## src/rtl/alu_issue_stage_if.sv

```systemverilog
// alu_issue_stage_if
//   Handshake and data bundle between decode, the ALU issue stage and the
//   ALU / result consumer.
//   slave  : the issue stage (consumes upstream request, drives ALU inputs)
//   master : the environment (upstream decode + downstream consumer)
//   Upstream   : flush, in_valid, in_ready, in_alu_control, in_a, in_b,
//                fwd_a_sel, fwd_b_sel, ex_mem_result, mem_wb_result
//   Downstream : alu_control, op_a, op_b, out_valid, out_ready, busy
interface alu_issue_stage_if #(
    parameter int WIDTH = 32
);
    logic             flush;
    logic             in_valid;
    logic             in_ready;
    logic [3:0]       in_alu_control;
    logic [WIDTH-1:0] in_a;
    logic [WIDTH-1:0] in_b;
    logic [1:0]       fwd_a_sel;
    logic [1:0]       fwd_b_sel;
    logic [WIDTH-1:0] ex_mem_result;
    logic [WIDTH-1:0] mem_wb_result;
    logic [3:0]       alu_control;
    logic [WIDTH-1:0] op_a;
    logic [WIDTH-1:0] op_b;
    logic             out_valid;
    logic             out_ready;
    logic             busy;

    modport slave (
        input  flush, in_valid, in_alu_control, in_a, in_b,
               fwd_a_sel, fwd_b_sel, ex_mem_result, mem_wb_result, out_ready,
        output in_ready, alu_control, op_a, op_b, out_valid, busy
    );

    modport master (
        output flush, in_valid, in_alu_control, in_a, in_b,
               fwd_a_sel, fwd_b_sel, ex_mem_result, mem_wb_result, out_ready,
        input  in_ready, alu_control, op_a, op_b, out_valid, busy
    );
endinterface

```

## src/rtl/alu_issue_stage.sv

```systemverilog
// alu_issue_stage
//   Registered issue stage in front of the 32-bit ALU. Selects each operand
//   from the register file or one of two forwarding paths, captures opcode
//   and operands on accept and keeps them stable until the next accept so the
//   ALU can be timed as a multicycle path for div (0000) and mul (0001).
//   Ports:
//     clk  - rising-edge clock
//     rst  - asynchronous active-high reset
//     bus  - alu_issue_stage_if.slave (request, forwarding, ALU drive,
//            result valid/ready, busy)
//   Parameters:
//     WIDTH         - operand width
//     MULDIV_CYCLES - accept-to-valid latency for div/mul (1..15)
module alu_issue_stage #(
    parameter int WIDTH         = 32,
    parameter int MULDIV_CYCLES = 4
) (
    input  logic          clk,
    input  logic          rst,
    alu_issue_stage_if.slave bus
);
    typedef enum logic [1:0] {
        S_EMPTY = 2'd0,
        S_WAIT  = 2'd1,
        S_FULL  = 2'd2
    } state_t;

    // Counter value loaded on accept; the accept edge itself is the first
    // of the MULDIV_CYCLES edges.
    localparam logic [3:0] MD_RELOAD = 4'(MULDIV_CYCLES - 1);

    state_t           state_q;
    logic [3:0]       cnt_q;
    logic [3:0]       ctrl_q;
    logic [WIDTH-1:0] a_q;
    logic [WIDTH-1:0] b_q;
    logic             out_valid_q;
    logic             busy_q;

    logic [WIDTH-1:0] fwd_a;
    logic [WIDTH-1:0] fwd_b;
    logic             in_ready;
    logic             accept;
    logic             is_muldiv;

    // Operand forwarding; select 11 falls back to the register file.
    always_comb begin
        fwd_a = bus.in_a;
        case (bus.fwd_a_sel)
            2'b01:   fwd_a = bus.ex_mem_result;
            2'b10:   fwd_a = bus.mem_wb_result;
            default: fwd_a = bus.in_a;
        endcase
    end

    always_comb begin
        fwd_b = bus.in_b;
        case (bus.fwd_b_sel)
            2'b01:   fwd_b = bus.ex_mem_result;
            2'b10:   fwd_b = bus.mem_wb_result;
            default: fwd_b = bus.in_b;
        endcase
    end

    // FULL only takes a new op when the current result is consumed in the
    // same cycle, giving bubble-free replacement.
    assign in_ready  = !bus.flush &&
                       ((state_q == S_EMPTY) ||
                        ((state_q == S_FULL) && bus.out_ready));
    assign accept    = bus.in_valid && in_ready;
    assign is_muldiv = (bus.in_alu_control[3:1] == 3'b000) && (MULDIV_CYCLES > 1);

    always_ff @(posedge clk or posedge rst) begin
        if (rst) begin
            state_q     <= S_EMPTY;
            cnt_q       <= 4'd0;
            ctrl_q      <= 4'hF;
            a_q         <= '0;
            b_q         <= '0;
            out_valid_q <= 1'b0;
            busy_q      <= 1'b0;
        end else if (bus.flush) begin
            // Kill the held op but leave the operand registers alone.
            state_q     <= S_EMPTY;
            cnt_q       <= 4'd0;
            out_valid_q <= 1'b0;
            busy_q      <= 1'b0;
        end else if (accept) begin
            ctrl_q <= bus.in_alu_control;
            a_q    <= fwd_a;
            b_q    <= fwd_b;
            if (is_muldiv) begin
                state_q     <= S_WAIT;
                cnt_q       <= MD_RELOAD;
                out_valid_q <= 1'b0;
                busy_q      <= 1'b1;
            end else begin
                state_q     <= S_FULL;
                cnt_q       <= 4'd0;
                out_valid_q <= 1'b1;
                busy_q      <= 1'b0;
            end
        end else begin
            case (state_q)
                S_WAIT: begin
                    if (cnt_q == 4'd1) begin
                        state_q     <= S_FULL;
                        cnt_q       <= 4'd0;
                        out_valid_q <= 1'b1;
                        busy_q      <= 1'b0;
                    end else begin
                        cnt_q <= cnt_q - 4'd1;
                    end
                end
                S_FULL: begin
                    if (bus.out_ready) begin
                        state_q     <= S_EMPTY;
                        out_valid_q <= 1'b0;
                    end
                end
                default: ;
            endcase
        end
    end

    assign bus.in_ready    = in_ready;
    assign bus.alu_control = ctrl_q;
    assign bus.op_a        = a_q;
    assign bus.op_b        = b_q;
    assign bus.out_valid   = out_valid_q;
    assign bus.busy        = busy_q;
endmodule

```

## src/flat_wrapper.sv

```systemverilog
// flat-port wrapper written by rule: the top's interface ports become plain ports
module alu_issue_stage_flat 
#(
    parameter int WIDTH         = 32,
    parameter int MULDIV_CYCLES = 4
)
  (clk, rst, bus_flush, bus_in_valid, bus_in_alu_control, bus_in_a, bus_in_b, bus_fwd_a_sel, bus_fwd_b_sel, bus_ex_mem_result, bus_mem_wb_result, bus_out_ready, bus_in_ready, bus_alu_control, bus_op_a, bus_op_b, bus_out_valid, bus_busy);
  alu_issue_stage_if #(.WIDTH(WIDTH)) bus_i ();
  input  logic clk;
  input  logic rst;
  input wire logic [$bits(bus_i.flush)-1:0] bus_flush;
  input wire logic [$bits(bus_i.in_valid)-1:0] bus_in_valid;
  input wire logic [$bits(bus_i.in_alu_control)-1:0] bus_in_alu_control;
  input wire logic [$bits(bus_i.in_a)-1:0] bus_in_a;
  input wire logic [$bits(bus_i.in_b)-1:0] bus_in_b;
  input wire logic [$bits(bus_i.fwd_a_sel)-1:0] bus_fwd_a_sel;
  input wire logic [$bits(bus_i.fwd_b_sel)-1:0] bus_fwd_b_sel;
  input wire logic [$bits(bus_i.ex_mem_result)-1:0] bus_ex_mem_result;
  input wire logic [$bits(bus_i.mem_wb_result)-1:0] bus_mem_wb_result;
  input wire logic [$bits(bus_i.out_ready)-1:0] bus_out_ready;
  output wire logic [$bits(bus_i.in_ready)-1:0] bus_in_ready;
  output wire logic [$bits(bus_i.alu_control)-1:0] bus_alu_control;
  output wire logic [$bits(bus_i.op_a)-1:0] bus_op_a;
  output wire logic [$bits(bus_i.op_b)-1:0] bus_op_b;
  output wire logic [$bits(bus_i.out_valid)-1:0] bus_out_valid;
  output wire logic [$bits(bus_i.busy)-1:0] bus_busy;
  assign bus_i.flush = bus_flush;
  assign bus_i.in_valid = bus_in_valid;
  assign bus_i.in_alu_control = bus_in_alu_control;
  assign bus_i.in_a = bus_in_a;
  assign bus_i.in_b = bus_in_b;
  assign bus_i.fwd_a_sel = bus_fwd_a_sel;
  assign bus_i.fwd_b_sel = bus_fwd_b_sel;
  assign bus_i.ex_mem_result = bus_ex_mem_result;
  assign bus_i.mem_wb_result = bus_mem_wb_result;
  assign bus_i.out_ready = bus_out_ready;
  assign bus_in_ready = bus_i.in_ready;
  assign bus_alu_control = bus_i.alu_control;
  assign bus_op_a = bus_i.op_a;
  assign bus_op_b = bus_i.op_b;
  assign bus_out_valid = bus_i.out_valid;
  assign bus_busy = bus_i.busy;
  alu_issue_stage #(.WIDTH(WIDTH), .MULDIV_CYCLES(MULDIV_CYCLES)) u_core (.clk(clk), .rst(rst), .bus(bus_i));
endmodule
```

## config.mk

```make
export PLATFORM = sky130hd
export DESIGN_NAME = alu_issue_stage_flat
export DESIGN_NICKNAME = d
export VERILOG_FILES = /design/src/rtl/alu_issue_stage_if.sv /design/src/rtl/alu_issue_stage.sv /design/src/flat_wrapper.sv
export SDC_FILE = /design/constraint.sdc
export NUM_CORES = 1
export LEC_CHECK = 0
export CAP_MARGIN = 30
export CORE_UTILIZATION = 40
export DETAILED_ROUTE_END_ITERATION = 16
export PLACE_DENSITY = 0.9
export SKIP_CTS_REPAIR_TIMING = 1
export SLEW_MARGIN = 10
export SYNTH_ARGS = -nofsm -noshare
export SYNTH_HDL_FRONTEND = slang
export SYNTH_SLANG_ARGS = --single-unit
```

## constraint.sdc

```tcl
create_clock -name clk -period 3.4 [get_ports clk]
set_clock_uncertainty 0.2 [all_clocks]
set_input_delay 0.68 -clock clk [delete_from_list [all_inputs] [get_ports clk]]
set_output_delay 0.68 -clock clk [all_outputs]
set_load 0.02 [all_outputs]
```

### Word level (Yosys, flattened, before mapping)

Index checks and enable logic that the tools add are counted.

| cells by class | value |
|---|---|
| add/sub/neg operators | 1 |
| mux-type cells | 24 |
| reduce and logical (&&, ||, !) cells | 13 |
| eq/ne operators | 9 |
| bitwise operators | 1 |

Operators by type and width:

| operator | number |
|---|---|
| one-hot mux 32 bit (2 select lines) | 2 |
| two-way mux 4 bit | 4 |
| two-way mux 2 bit | 6 |
| two-way mux 1 bit | 10 |
| == test 2 x 1 -> 1 bit, second input constant | 3 |
| == test 2 bit, second input constant | 3 |
| nonzero test 3 bit | 2 |
| == test 4 x 1 -> 1 bit, second input constant | 1 |
| inequality test 4 x 2 -> 1 bit, second input constant | 1 |
| inequality test 4 x 3 -> 1 bit, second input constant | 1 |
| one-hot mux 2 bit (2 select lines) | 1 |
| AND reduction 2 bit | 2 |
| nonzero test 4 bit | 1 |
| subtractor 4 x 1 -> 4 bit, second input constant | 1 |
| logical AND 1 bit | 3 |
| logical NOT 3 bit | 1 |
| AND reduction 3 bit | 1 |
| logical NOT 2 bit | 1 |
| one-hot mux 1 bit (2 select lines) | 1 |
| logical NOT 1 bit | 1 |
| logical OR 1 bit | 1 |
| inverter 1 bit | 1 |

| storage, ports and cells | value |
|---|---|
| logic and storage cells | 55 |
| bits in registers | 76 |
| output and inout port bits | 71 |
| bits of input ports | 141 |

### Longest topological paths before layout

| logic depth | value |
|---|---|
| word-level depth | 7 |
| mapped depth | 7 |
| mapped depth without buffers | 6 |

### Worst setup path before layout

No wires, ideal clock.

| timing | value |
|---|---|
| kind | input -> output |
| start | in bus_out_ready |
| end | out bus_in_ready |
| stages | 3 |
| data arrival time | 1.231 ns |
| buffers on the path | 0 |
| required time | 2.520 ns |
| path slack | 1.289 ns |
| cells stage by stage | nand2b_1 nand2b_1 nor2_1 |

| on the way | value |
|---|---|
| cells in the longest elaborated chain, start to end | 3 |

Ends and longest elaborated chain:

| element | RTL line | RTL |
|---|---|---|
| from (decl) | flat_wrapper.sv:20 | `input wire logic [$bits(bus_i.out_ready)-1:0] bus_out_ready;` |
| logical AND 1 bit | alu_issue_stage.sv:69 | `((state_q == S_FULL) && bus.out_ready));` |
| logical OR 1 bit | alu_issue_stage.sv:68 | `((state_q == S_EMPTY) \|\|` |
| logical AND 1 bit | alu_issue_stage.sv:67 | `assign in_ready = !bus.flush &&` |
| to (decl) | flat_wrapper.sv:21 | `output wire logic [$bits(bus_i.in_ready)-1:0] bus_in_ready;` |

No other way between the ends.

### Worst setup path in the final report

Ends and elaborated chain as after synthesis.

==> out/results.md <==
### Critical path
• **critical path capture point type** primary output
• **buffer and inverter count on the worst path** 2
• **peak fanout along the critical path** 4
• **type of the worst setup path** in -> out
• **worst reg2reg startpoint** u_core.state_q[0]
• **worst reg-to-reg setup slack** 1500 ps
• **Arr. time, crit path** 2220 ps
• **cell class contributing the biggest share of worst-path delay** buffers and inverters
• **Required @ worst endpoint** 2520 ps
• **Crit. Startpoint** bus_out_ready
• **nature of the critical path startpoint** primary input
• **standard cell with the maximum stage delay on the critical path** sky130_fd_sc_hd__clkdlybuf4s50_1
• **cell-by-cell trace of the critical path** clkdlybuf4s50_1 -> nand2b_1 -> nand2b_1 -> nor2_1 -> clkdlybuf4s50_1
• **biggest cell delay along the critical path** 610 ps

### Final layout
• **FF+latch area** 0.001882 mm²
• **fill cell count** 833
• **share of layout cells above drive strength 1** 5.994%
• **area of combinational cells with multiple inputs** 0.001982 mm²
• **n_diodes** 0
• **Final nets** 826
• **commonest non-fill, non-tap cell in the layout** sky130_fd_sc_hd__clkdlybuf4s50_1
• **area added between synthesis and finish** 58.64%
• **commonest cells after routing, fill and taps aside** sky130_fd_sc_hd__clkdlybuf4s50_1, sky130_fd_sc_hd__dfrtp_1, sky130_fd_sc_hd__nor2_1, sky130_fd_sc_hd__nand2_1, sky130_fd_sc_hd__a21oi_1

### Global route
• **first-pass GRT wire length** 22.67 mm
• **maximum number of pins on one net before global-route repair** 65
• **via count of the first global-routing pass** 4373
• **global route total overflow** 0
• **number of antenna violations at the first check in global routing** 0
• **Tot GR Track Use** 26.76%

### Timing
• **final worst path period share** 91.15%
• **setup total negative slack** 0 ps
• **highest clock frequency the design can meet** 322.7 MHz
• **Final Hold Viols** 0
• **unrepaired setup endpoints after global routing** no
• **final number of setup-violating endpoints** 0
• **Rel. slew slack** 53.41%
• **min cycle time layout** 3099 ps
• **actual transition at the worst max-transition pin** 698.9 ps
• **worst hold-check slack** 287.1 ps
• **max-slew violation count** 0

### Detailed routing
• **post-DR wirelength/cell** 17.76 µm
• **number of routed nets with antenna violations** 0
• **post-detailed-route via-to-cell ratio** 5.372
• **Vias** 4389
• **detailed-route DRC error count** 0
• **DRT iter0 DRCs** 326
• **routed wire length** 14.51 mm
• **count of TritonRoute iterations in the first routing pass** 5

### Clocking
• **CTS tree** built
• **clock-pin slew on the worst setup and hold paths** 80 ps
• **clock root buffer** sky130_fd_sc_hd__clkbuf_8
• **total clock buffers created by CTS** 9
• **H-tree depth** 3
• **clk_lat worst skew** 340 ps
• **clock sink total** 75
• **largest buffer count on any clock path** 2

### Synthesis
• **sequential cell area fraction in the yosys report** 45.51%
• **synth top area cells** sky130_fd_sc_hd__dfrtp_1, sky130_fd_sc_hd__a22oi_1, sky130_fd_sc_hd__a21oi_1
• **Avg Cell Area, Syn** 8.422 µm²
• **Netlist cell types** 33
• **Syn Inst Count** 491
• **Yosys Warn Count** 0
• **post-synth top area share** 42.97%
• **netlist area before placement** 0.004135 mm²
• **cell type contributing the most total cell area after synthesis** sky130_fd_sc_hd__dfrtp_1
• **net count after synthesis** 638
• **flip-flop and latch count after synthesis** 75

### Hold path
• **start point of the worst hold path** u_core.bus.op_b[17]
• **HP Class** reg -> reg

### Power and ir drop
• **switching portion of total power** 32.49%
• **part of the total power dissipated in the clock network** 27.7%
• **total power draw** 3089 µW
• **net load switching power** 1004 µW
• **pwr/cell area** 470.8 mW/mm²
• **share of total power in combinational logic** 35.6%
• **leakage dissipation** 0.002689 µW
• **maximum ir drop on the vdd rail** 268.1 µV
• **fraction of power consumed by sequential logic** 36.7%
• **Internal Dissipation** 2085 µW

### Placed design
• **Final HPWL DP** 10.76 mm
• **Placer Congestion** 0.9180
• **Port Buffers** 211

### Floorplanning
• **num ports** 212
• **Die Area** 0.01075 mm²
• **area of the core** 0.009910 mm²
• **Die X** 103.7 µm
• **number of placement rows** 36
• **effective utilization at floorplan** 41.73%
• **Die H** 103.7 µm

### Job
• **max-cap check violation count** 0

### Outcome
• **outcome** completed

## synth_stat cells (all sizes together)
master	n
dfrtp	71
a22oi	64
or2	1
xnor2	2
nor2	71
a311oi	2
or3	1
dfstp	4
nor3	2
ha	6
buf	28
a31oi	1
a211oi	2
a21oi	66
nand3b	1
nand3	2
clkbuf	13
nand2	69
nor3b	1
mux2	4
inv	9
nand2b	4
o21ai	65
nand4	1
nor2b	1
## state kept, by name (all words and copies together) (netlist names)
signal                  cells
u_core.bus.op_a            32
u_core.bus.op_b            32
u_core.bus.alu_control      4
u_core.state_q              2
u_core.cnt_q                4
u_core.bus.busy             1
## worst paths after layout
check / endpoint / depth (start not counted)
max in group asynchronous: u_core.bus.alu_control[0] / 3
min in group asynchronous: u_core.bus.op_b[4] / 2
worst max register to register: u_core.bus.alu_control[0] / 4
worst min-delay path: u_core.bus.op_b[17] / 2
worst min register to register: u_core.bus.op_b[17] / 2
worst max-delay path: bus_in_ready / 5
## per-layer routing
layer | global-route usage (%) | share of wire (%) | up-vias
met5 | 0 | 0 | -
met4 | 9.082 | 2.8 | 0
met3 | 5.853 | 7.2 | 36
met2 | 45.40 | 49 | 209
met1 | 33.72 | 41 | 2044
li1 | - | - | 2100
## kinds of logic after synthesis
family,synth area share [%]
AO/OA/AOI/OAI,28.74
XOR/XNOR,0.4237
adder cells (fa/ha/maj),1.815
buffers and inverters,6.687
flip-flops,45.51
multiplexers,1.452
AND/OR/NAND/NOR,15.37
## power by group through the flow
stage          logic, µW  registers (µW)  clock network (µW)
2_1_floorplan        339            1320                   0
3_3_place_gp        1070            1140                   0
3_5_place_dp        1100            1150                   0
4_1_cts             1100            1130                 872
5_1_grt             1180            1150                 910
6_report            1100            1130                 855
## cell type report
type / count / area share (%)
Tap cell: 133 / 2.537
Sequential cell: 75 / 28.69
Multi-Input combinational cell: 366 / 30.21
Clock buffer: 9 / 1.888
Inverter: 9 / 0.5340
Timing Repair Buffer: 218 / 34.26
Clock inverter: 7 / 1.888
## through the flow
stage               setup slack [ps]  util, %  area, µm²  cells
finish                         301.0    66.20       6560    817
global route                   179.3    66.20       6560    817
global placement               364.7    63.42       6285    800
floorplan                      616.6        -       4135    491
CTS                            302.7    66.20       6560    817
detailed placement             311.5    63.70       6312    801
## tightest hold or removal path: cells and delay by family (launching register included)
kind | cells | cell delay (ps)
flip-flops | 1 | 350
AO/OA/AOI/OAI | 1 | 60
AND/OR/NAND/NOR | 1 | 50
No activity file was read; power rests on OpenSTA's default activity.
